**src/rtl/mux_8_32_pkg.sv**
```systemverilog
// Shared serial-link definitions: byte/word geometry and the MSB-first lane
// order used by both the 8:32 multiplexer and the 32:8 demultiplexer.
package mux_8_32_pkg;

    localparam int LINK_BYTE_W = 8;
    localparam int LINK_LANES  = 4;
    localparam int LINK_WORD_W = LINK_BYTE_W * LINK_LANES;

    // Lane 0 carries the most significant byte of the word. The function
    // returns the LSB position of a lane's slot inside the word.
    function automatic int lane_lsb(input int word_w, input int byte_w, input int lane_idx);
        return word_w - byte_w * (lane_idx + 32'sd1);
    endfunction

endpackage

```
**src/rtl/mux_8_32.sv**
```systemverilog
// Byte-to-word deserializer: gathers LANES valid bytes (first byte in the
// most significant slot) and presents the completed word with a one-cycle
// valid_out strobe. Gaps (valid_in low) freeze all state except the strobe.
module mux_8_32
    import mux_8_32_pkg::*;
#(
    parameter int BYTE_W = LINK_BYTE_W,
    parameter int LANES  = LINK_LANES
) (
    input  logic                      clk_4f,
    input  logic                      reset,
    input  logic                      valid_in,
    input  logic [BYTE_W-1:0]         data_in,
    output logic                      valid_out,
    output logic [BYTE_W*LANES-1:0]   data_out,
    output logic [$clog2(LANES)-1:0]  lane,
    output logic                      partial
);

    localparam int WORD_W = BYTE_W * LANES;
    localparam int LANE_W = $clog2(LANES);
    localparam logic [LANE_W-1:0] LAST_LANE = LANE_W'(LANES - 1);

    logic [WORD_W-1:0] acc_q,   acc_d;
    logic [WORD_W-1:0] data_q,  data_d;
    logic [LANE_W-1:0] lane_q,  lane_d;
    logic              partial_q, partial_d;
    logic              valid_q,   valid_d;

    // Next-state: place an accepted byte in its slot, advance the lane, and
    // latch the full word (including the byte just arriving) on the last lane.
    always_comb begin
        acc_d     = acc_q;
        data_d    = data_q;
        lane_d    = lane_q;
        partial_d = partial_q;
        valid_d   = 1'b0;
        if (valid_in) begin
            for (int l = 0; l < LANES; l++) begin
                acc_d[lane_lsb(WORD_W, BYTE_W, l) +: BYTE_W] =
                    (lane_q == LANE_W'(l)) ? data_in
                                           : acc_q[lane_lsb(WORD_W, BYTE_W, l) +: BYTE_W];
            end
            if (lane_q == LAST_LANE) begin
                lane_d  = LANE_W'(0);
                data_d  = acc_d;
                valid_d = 1'b1;
            end else begin
                lane_d  = lane_q + LANE_W'(1);
                data_d  = data_q;
                valid_d = 1'b0;
            end
            partial_d = (lane_d != LANE_W'(0));
        end else begin
            acc_d     = acc_q;
            lane_d    = lane_q;
            partial_d = partial_q;
        end
    end

    // State and output registers; reset discards any partially built word.
    always_ff @(posedge clk_4f or posedge reset) begin
        if (reset) begin
            acc_q     <= '0;
            data_q    <= '0;
            lane_q    <= '0;
            partial_q <= 1'b0;
            valid_q   <= 1'b0;
        end else begin
            acc_q     <= acc_d;
            data_q    <= data_d;
            lane_q    <= lane_d;
            partial_q <= partial_d;
            valid_q   <= valid_d;
        end
    end

    assign valid_out = valid_q;
    assign data_out  = data_q;
    assign lane      = lane_q;
    assign partial   = partial_q;

endmodule

```
**config.mk**
```make
export PLATFORM = sky130hd
export DESIGN_NAME = mux_8_32
export DESIGN_NICKNAME = d
export VERILOG_FILES = /design/src/rtl/mux_8_32_pkg.sv /design/src/rtl/mux_8_32.sv
export SDC_FILE = /design/constraint.sdc
export NUM_CORES = 1
export LEC_CHECK = 0
export ABC_AREA = 1
export ABC_CLOCK_PERIOD_IN_PS = 4700
export CORE_MARGIN = 8
export CORE_UTILIZATION = 57
export CTS_CLUSTER_SIZE = 28
export DETAILED_ROUTE_END_ITERATION = 6
export GPL_ROUTABILITY_DRIVEN = 0
export PLACE_DENSITY = 0.82
export SYNTH_ARGS = -nofsm -noshare
export SYNTH_HDL_FRONTEND = slang
export SYNTH_SLANG_ARGS = --single-unit
```
**constraint.sdc**
```tcl
create_clock -name clk_4f -period 4.7 [get_ports clk_4f]
set_clock_uncertainty 0.15 [all_clocks]
set_input_delay 0.94 -clock clk_4f [delete_from_list [all_inputs] [get_ports clk_4f]]
set_output_delay 0.94 -clock clk_4f [all_outputs]
set_load 0.005 [all_outputs]
```
# Yosys cells after proc, flatten, opt, wreduce, memory -nomap -nowiden
# Index checks and enable logic that the tools add are counted.
# W data, S select, Z words.
# word_totals
out_inout_bits,36
ff_bits,68
elab_cells,20
in_bits,11
# classes
reduce_logical,3
muxes,8
eq_ne,3
addsub,1
# ops
op,n
$mux W8,4
$eq A2 B2 Y1 const B,2
$mux W2,2
$add A2 B1 Y2 const B,1
$eq A2 B1 Y1 const B,1
$logic_not A2 Y1,1
$mux W1,2
$reduce_and A2 Y1,1
$reduce_bool A2 Y1,1

# Depth between registers and ports, before layout
# Gate-level depths: netlist (run 1).
# logic_depth
depth_word,4
ltp_mapped,8
ltp_nobuf,7

# Worst setup path after synthesis (run 1)
# No wires, ideal clock.
# synth_timing
kind,input to register
start,in valid_in
end,reg acc_q[0]
setup_slack_ps,3105
path_stages,4
setup_time_ps,116
n_path_buf,2
arrival_ps,1329
cell_sequence,buf_4 -> buf_4 -> nand2_1 -> nand2_1
# synth_rtl
element,line,rtl
"start, declared",mux_8_32.sv:12,"input logic valid_in,"
"end signal, assigned",mux_8_32.sv:64,acc_q <= '0;
"end signal, assigned",mux_8_32.sv:70,acc_q <= acc_d;
"end, declared",mux_8_32.sv:24,"logic [WORD_W-1:0] acc_q, acc_d;"

# Final worst setup path (run 1)
# layout_timing
start,in valid_in
end,"reg data_q[24], in the netlist data_out[24]"
# layout_via
elab_chain_len,1
# layout_rtl
element,line,rtl
$reduce_and A2 Y1 (no line),--,
"end signal, assigned",mux_8_32.sv:71,data_q <= data_d;
"end, declared",mux_8_32.sv:25,"logic [WORD_W-1:0] data_q, data_d;"
# No other way between the ends.
# A chain may end at the register's enable or synchronous reset.

==> metrics.cfg, run 1 <==
[run_status]
status = finished, final reports clean

[sta]
setup_viol = 0
max_clock_freq_mhz = 358.2
setup_tns_ps = 0
rsz0062_at_grt = no
min_period_over_period_pct = 59.39
worst_slack_ps = 1909
relSlewSlack_pct = 34.41
post-route-min-period_ps = 2791
hold_viol = 0
max_slew.worst_pin.slew_ps = 982.7
drv_slew = 0
whs_ps = 326.9

[setup_path]
endpoint_kind = flip-flop
crit_path_max_fanout = 39
reg2reg_slack_ps = 2730
r2r_start = lane[0]
crit_required_ps = 4820
critPathArrivalTime_ps = 2910
regToRegEndpoint = data_out[24]
reg2regPathDepth = 5
critPathLaunchType = input pin
critPathKind = in2reg

[global_route]
antenna_found_initial = 0
grt_pass1_wl_mm = 12.03
overflow = 0
grt_pass1_vias = 2581
grtUsageTotal_pct = 19.82
grt_max_degree = 40

[synthesis]
netlist_area_sq_mm = 0.003049
synthArstFlopShare_pct = 100.0
synth_seq_area_share_pct = 55.81
synthFlopType = dfrtp_1
yosysWarningCount = 0
ys_ff_latch = 68
yosys-top-cells-count = nand2_1 (290), dfrtp_1 (68), buf_2 (7), inv_1 (7), buf_6 (6)
synth_area_leaders = dfrtp_1 (56%), nand2_1 (36%), buf_6 (2.2%)
synth_nets = 411
synth.most_common_cell = nand2_1
synth_top_area_share_pct = 55.81
synth_top_area_cell = dfrtp_1
syn_area_per_cell_sq_um = 7.719
yosysUniqueCellTypes = 12
synth_cells = 395
synth_edf_count = 0

[place]
portBuffers = 46
pre_cts_ws_ps = 1544
hpwl_mm = 4.503
place_inst = 496

[clock_tree]
cts-resized-gates = 0
clock_latency_ps = 340
cts_hold_buf = 0
root_buffer = clkbuf_8
cts_setup_buffers = 0
path_clk_slew_ps = 70
numCtsBuffers = 9
cts_tree = built
cts_sinks = 68
htree_num_levels = 3
cts_buffer_depth = 2

[floorplan]
core-area_sq_mm = 0.005140
start_util_pct = 59.32
die_h_um = 89.14
rows = 26
die_w_um = 89.14
die_area_sq_mm = 0.007946
io_pins = 47

[min_path]
min_to = data_out[15]
min_from = data_out[15]
hold_path_class = reg2reg
hold_depth = 2

[power_and_ir_drop]
leakage_nw = 2.059
vdd_drop_max_mv = 0.4014
power_density_mw_per_mm2 = 646.1

[route]
vias_per_cell = 4.933
ant_nets = 0
drt_wl_total_mm = 6.859
drtIter0Drc = 173
wl_per_cell_um = 13.42
firstDrtPassIters = 4
vias = 2521
drc = 0

[finish]
diodes = 0
fin_util_pct = 71.67
syn2layout_area_growth_pct = 20.80
seqCellArea_sq_mm = 0.001702
multi_input_area_sq_mm = 0.001179
drive_gt1_share_pct = 4.762
stdcell_count = 511
nNetsFinal = 453
fill_cells = 431

[flow_run]
maxCapViolations = 0

[state kept, by name, summed over array words and instances, names as in the netlist]
name       flops
lane           2
partial        1
acc_q         32
valid_out      1
data_out      32
[per-layer routing]
metal / global-route usage [%] / vias to the layer above / wire length (um)
li1: - / 1260 / -
met1: 25.09 / 1163 / 3062
met2: 31.25 / 80 / 3199
met3: 4.596 / 18 / 433
met4: 9.668 / 0 / 163
met5: 0 / - / 0
[layout make-up]
cell class                 instances  area share [%]
clock buffer                       9           3.363
clock inverter                     6           2.174
multi-input combinational        301           32.00
timing repair buffer              48           12.91
sequential                        68           46.20
tap                               70           2.378
inverter                           9          0.9851
[worst max path at each step]
| stage | from | end | slack, ps | cells past startpoint |
|---|---|---|---|---|
| floorplan | reset | acc_q[0] | 1900 | 1 |
| global placement | valid_in | data_out[23] | 1590 | 6 |
| detailed placement | valid_in | data_out[11] | 1540 | 6 |
| CTS | valid_in | data_out[24] | 1890 | 6 |
| global route | valid_in | data_out[24] | 1690 | 6 |
| finish | valid_in | data_out[24] | 1910 | 6 |
[placed cells by master (no fill, tap or decap)]
master / netlist / layout
nand2_2: 1 / 1
o21ai_0: 2 / 2
clkinv_2: 0 / 4
inv_1: 7 / 6
ha_1: 5 / 5
inv_4: 1 / 1
inv_2: 1 / 2
dfrtp_1: 68 / 68
nor2_1: 3 / 3
clkdlybuf4s50_1: 0 / 46
buf_4: 4 / 2
clkbuf_8: 0 / 9
bufinv_16: 0 / 2
nand2_1: 290 / 290
[critical path, stage by stage]
cell and delay, ps:
clkdlybuf4s50_1 460, buf_4 360, nand2_2 480, inv_4 460, nand2_1 110, nand2_1 90
[power by group]
group	internal [mW]	switching, mW	total, mW
logic	0.407	0.482	0.889
clock network	0.292	0.215	0.507
registers	0.841	0.143	0.984
total	1.54	0.840	2.38
[per-stage QoR]
| step | total power [mW] | instance area, sq um |
|---|---|---|
| final | 2.380 | 3684 |
| after global routing | 2.582 | 3684 |
| after CTS | 2.399 | 3684 |
| after detailed placement | 1.878 | 3480 |
| after global placement | 1.845 | 3480 |
| after floorplan | 1.519 | 3049 |
[cells by family after synthesis]
family / Yosys count / share of synthesized area, %
AND/OR/NAND/NOR: 294 / 36.27
AO/OA/AOI/OAI: 2 / 0.3283
buffers and inverters: 26 / 5.540
adder cells (fa/ha/maj): 5 / 2.052
flip-flops: 68 / 55.81
Note: power is estimated with default switching activity, not from simulation.
==> run 2, diff against run 1 <==
--- a/config.mk
+++ b/config.mk
@@ -6,13 +6,13 @@
 export NUM_CORES = 1
 export LEC_CHECK = 0
 export ABC_AREA = 1
-export ABC_CLOCK_PERIOD_IN_PS = 4700
+export ABC_CLOCK_PERIOD_IN_PS = 2200
 export CORE_MARGIN = 8
-export CORE_UTILIZATION = 57
+export CORE_UTILIZATION = 48
 export CTS_CLUSTER_SIZE = 28
 export DETAILED_ROUTE_END_ITERATION = 6
 export GPL_ROUTABILITY_DRIVEN = 0
-export PLACE_DENSITY = 0.82
+export PLACE_DENSITY = 0.73
 export SYNTH_ARGS = -nofsm -noshare
 export SYNTH_HDL_FRONTEND = slang
 export SYNTH_SLANG_ARGS = --single-unit
==> constraint.sdc (replaced) <==
create_clock -name clk_4f -period 2.2 [get_ports clk_4f]
set_clock_uncertainty 0.15 [all_clocks]
set_input_delay 0.44 -clock clk_4f [delete_from_list [all_inputs] [get_ports clk_4f]]
set_output_delay 0.44 -clock clk_4f [all_outputs]
set_load 0.005 [all_outputs]
==> run 2 against run 1 <==
First-iteration DRC count is 4.0% lower. Combinational power is 110% higher. Final cell count is 2.7% higher. Global-route usage is 3.4 points lower. Core utilization is 12 points lower. Die area is 15% higher. Worst setup slack worse by 1600 ps. Non-clock buffer count is 6 higher. Via count is 0.48% lower. Clock power is 95% higher. Design area is 1.6% higher. Critical endpoint is now lane[0].
==> metrics.cfg, run 2 (synthesized netlist as in run 1, its figures left out) <==
[run_status]
status = finished, final reports clean

[power_and_ir_drop]
share_comb_of_total_power_pct = 38.3
seq_power_share_pct = 41.9
internal_power_mw = 3.213
power_density_mw_per_mm2 = 1336
p_sw_share_pct = 35.70
leakage_nw = 2.071
vdd_drop_max_mv = 0.7335
power.share.clock_pct = 19.8
switchingPower_mw = 1.784

[clock_tree]
cts-resized-gates = 0
cts_buffer_depth = 2
root_buffer = clkbuf_8
cts_sinks = 68
htree_num_levels = 3
clock_latency_ps = 340
cts_setup_buffers = 0
path_clk_slew_ps = 70
cts_tree = built
numCtsBuffers = 9
cts_hold_buf = 0

[setup_path]
crit_path_max_fanout = 6
crit_required_ps = 1610
crit_slowest_cell = clkdlybuf4s50_1
critPathLaunchType = flip-flop
critPathArrivalTime_ps = 1320
crit_chain = clkdlybuf4s50_1
path_buf_inv = 1
critPathKind = reg2out
slowest_delay_ps = 540
endpoint_kind = output port
crit_family = buffers and inverters

[route]
wl_per_cell_um = 13.10
drtIter0Drc = 166
drt_wl_total_mm = 6.875
firstDrtPassIters = 5
vias = 2509
ant_nets = 0
vias_per_cell = 4.779
drc = 0

[place]
portBuffers = 46
place_area_sq_mm = 0.003550
hpwl_mm = 4.592

[finish]
final_cell_mix = nand2_1 (290), dfrtp_1 (68), clkdlybuf4s50_1 (46), clkbuf_8 (9), buf_4 (7)
fin_area_sq_mm = 0.003741
fill_cells = 548
nNetsFinal = 459
layout_commonest_cell = nand2_1
fin_util_pct = 59.94
syn2layout_area_growth_pct = 22.69
diodes = 0
drive_gt1_share_pct = 6.250

[sta]
whs_ps = 329.7
relSlewSlack_pct = 76.25
max_clock_freq_mhz = 523.8
setup_viol = 0
drv_slew = 0
hold_viol = 0
post-route-min-period_ps = 1909
rsz0062_at_grt = no
setup_tns_ps = 0
max_slew.worst_pin.slew_ps = 356.2
min_period_over_period_pct = 86.79

[floorplan]
io_pins = 47
die_h_um = 95.70
die_w_um = 95.70
die_area_sq_mm = 0.009158
core-area_sq_mm = 0.006241
start_util_pct = 48.86
rows = 29

[global_route]
overflow = 0
grt_pass1_wl_mm = 11.67
grt_pass1_vias = 2479
grt_max_degree = 69
antenna_found_initial = 0
grtUsageTotal_pct = 16.40

[flow_run]
maxCapViolations = 0

[min_path]
hold_path_class = reg2reg

==> run 2: changes by cell type in the layout (fill, tap and decap cells not counted), sizes merged <==
cell | previous run | this run
clkinvlp | 0 | 4
inv | 9 | 8
bufinv | 2 | 1
clkinv | 4 | 3
buf | 2 | 8
==> run 2: power by group through the flow <==
stage,combinational [mW],sequential [mW],clock [mW]
floorplan,1.15,2.09,0
global placement,1.88,2.10,0
detailed placement,1.94,2.11,0
CTS,1.95,2.10,1.02
global route,2.19,2.16,1.07
finish,1.91,2.09,0.987
==> run 2: through the flow <==
step / power, mW / instances / setup slack [ps]
floorplan: 3.245 / 395 / 801.2
global placement: 3.983 / 509 / 481.9
detailed placement: 4.050 / 509 / 443.7
CTS: 5.063 / 525 / 270.2
global route: 5.423 / 525 / 233.5
finish: 4.996 / 525 / 290.7
==> run 2: final cells by class <==
type	instances	area, sq um	area share (%)
repair buffers	54	533.0	14.25
multi-input cells	301	1179	31.50
clock inverters	7	67.56	1.806
flip-flops and latches	68	1702	45.48
clock buffers	9	123.9	3.311
inverters	9	40.04	1.070
well taps	77	96.34	2.575
==> run 2: per-layer routing <==
layer  share of wire [%]  GRT usage, %  up-vias
met5                   0             0        -
met4                 2.0         8.451        0
met3                 5.3         4.212       11
met2                  46         25.66       63
met1                  47         20.59     1164
li1                    -             -     1271
==> run 2: final timing paths <==
check / startpoint / to / slack [ps] / cells past startpoint
setup / recovery: lane[0] / lane[0] / 290 / 1
hold / removal: acc_q[7] / acc_q[7] / 330 / 2
hold reg to reg: acc_q[7] / acc_q[7] / 330 / 2
max in group asynchronous: reset / data_out[24] / 1220 / 3
setup reg to reg: lane[0] / data_out[8] / 570 / 7
min in group asynchronous: reset / partial / 380 / 3
==> run 2: worst min-delay path: cells and delay by family, from the launching register on <==
kind,cells,cell delay [ps]
and+or+nand+nor,2,100
DFF,1,340
==> edit, RTL diff (flow settings as in run 1) <==
`LINK_LANES`: 4 -> 16.
--- a/src/rtl/mux_8_32_pkg.sv
+++ b/src/rtl/mux_8_32_pkg.sv
@@ -4,5 +4,5 @@
 
     localparam int LINK_BYTE_W = 8;
-    localparam int LINK_LANES  = 4;
+    localparam int LINK_LANES  = 16;
     localparam int LINK_WORD_W = LINK_BYTE_W * LINK_LANES;
 
Interface: changed (resized data_out and lane); port bits go from 47 to 145. No check against the original RTL was run, so the function may have changed too.
==> edit against run 1 <==
Clock power grew to 4.0 times the old value. Cell area increased to 3.7 times the old value. Power grew to 3.6 times the old value. Worst setup slack worse by 84 ps. Critical path depth decreased by 5. Worst hold slack worse by 5.4 ps. Count of clock-buffer cells in the layout up 35. Synthesized cell count grew to 3.5 times the old value. Wire length rose to 4.4 times the old value. Sequential cell count grew 186. Synthesized area increased to 3.7 times the old value. Largest power group unchanged.
==> edit: results (changes against run 1) <==
| Quantity | Reported | vs run 1 |
| --- | --- | --- |
| Count of buffers from port buffering | 144 | was 46 |
| Worst EP arrival | 1790 ps | was 2910 ps |
| Max Root-Sink Buffers | 3 | was 2 |
| Fill cell count | 1563 | was 431 |
| H-tree depth | 1 | was 3 |
| Share of cells above drive strength 1 | 0.0436 | was 0.0476 |
| Biggest cell delay along the critical path | 630 ps | was 480 ps |
| Sequential-to-total area share from yosys stat | 0.556 | was 0.558 |
| Library cell contributing the largest single delay on the critical path | dfrtp_1 | was nand2_2 |
| Global-route total usage across every layer | 0.249 | was 0.198 |
| Top post-synthesis cells by area | dfrtp_1 56%, nand2_1 20%, o211ai_1 7.4% | was dfrtp_1 56%, nand2_1 36%, buf_6 2.2% |
| Tightest Pin Transition | 1180 ps | was 983 ps |
| Top cell types by occurrence after synthesis | 609 x nand2_1, 254 x dfrtp_1, 135 x inv_1 | was 290 x nand2_1, 68 x dfrtp_1, 7 x buf_2, 7 x inv_1, 6 x buf_6 |
| Met2 Resource Use GR | 0.383 | was 0.312 |
| Number of nets at the end of the flow | 1512 | was 453 |
| Post-detail-place hpwl | 18500 µm | was 4500 µm |
| Number of flip-flops under the largest register name | 128 |  |
| Worst-case vdd ir drop | 0.333 mV | was 0.401 mV |
| Clock insertion delay at the later pin of the skew report | 520 ps | was 340 ps |
| Synthesized instance count | 1400 | was 395 |
| CP Launch Point | lane[2] | was valid_in |
| Outcome | finished clean | unchanged |
| Vias in the first global route | 9643 | was 2581 |
| Maximum number of pins on one net before global-route repair | 158 | was 40 |
| CP delay by family, top | flip-flops | was buffers and inverters |
| Yosys cell types | 19 | was 12 |
| Number of violations reported at the end of detailed-routing iteration 0 | 991 | was 173 |
| Area of placed instances | 0.0129 mm² | was 0.00348 mm² |
| Root Buffer | clkbuf_16 | was clkbuf_8 |
| Maximum fanout count along the critical path | 14 | was 39 |
| Routed Wire Length | 30100 µm | was 6860 µm |
| Global-route wire length before repair | 49900 µm | was 12000 µm |
| Reg-to-reg setup timing slack | 2000 ps | was 2730 ps |
| Leakage power total | 7.32 nW | was 2.06 nW |
| Worst Reg2Reg Path Length in Cells | 6 | was 5 |
| Final worst setup slack | 1820 ps | was 1910 ps |
| 1st-pass router iterations | 5 | was 4 |
| # placed instances | 1738 | was 496 |
[edit: cell families (layout without fill, tap and decap cells)]
logic type               count (synthesis)  after routing  synth area share
XOR/XNOR                                 1              1          0.000766
AO/OA/AOI/OAI                          194            194             0.109
buffers and inverters                  230            345            0.0807
adder cells (fa/ha/maj)                  5              5           0.00547
flip-flops                             254            254             0.556
AND/OR/NAND/NOR                        716            716             0.248
[edit: how the worst min path moves through the flow]
stage	startpoint	endpoint	slack (ps)	cells past startpoint
after floorplan	acc_q[100]	acc_q[100]	300	2
after global placement	data_out[7]	data_out[7]	310	2
after detailed placement	data_out[0]	data_out[0]	310	2
after CTS	data_out[0]	data_out[0]	330	2
after global routing	acc_q[61]	acc_q[61]	340	2
final	data_out[0]	data_out[0]	320	2
[edit: layout make-up]
type | instances | share of cell area
clock inverters | 3 | 0.00290
multi-input cells | 916 | 0.301
repair buffers | 158 | 0.114
well taps | 270 | 0.0245
flip-flops and latches | 254 | 0.461
inverters | 140 | 0.0387
clock buffers | 44 | 0.0587
[edit: where the power goes]
group / switching, mW / leakage (nW) / total [mW] / internal, mW
Sequential: 0.551 / 3.38 / 3.61 / 3.06
Combinational: 1.57 / 3.53 / 2.98 / 1.41
Clock: 0.830 / 0.417 / 2.05 / 1.22
Total: 2.96 / 7.32 / 8.64 / 5.68
[edit: layer usage]
metal | up-vias | share of wire
li1 | 4634 | -
met1 | 4647 | 0.44
met2 | 412 | 0.45
met3 | 51 | 0.090
met4 | 0 | 0.019
met5 | - | 0
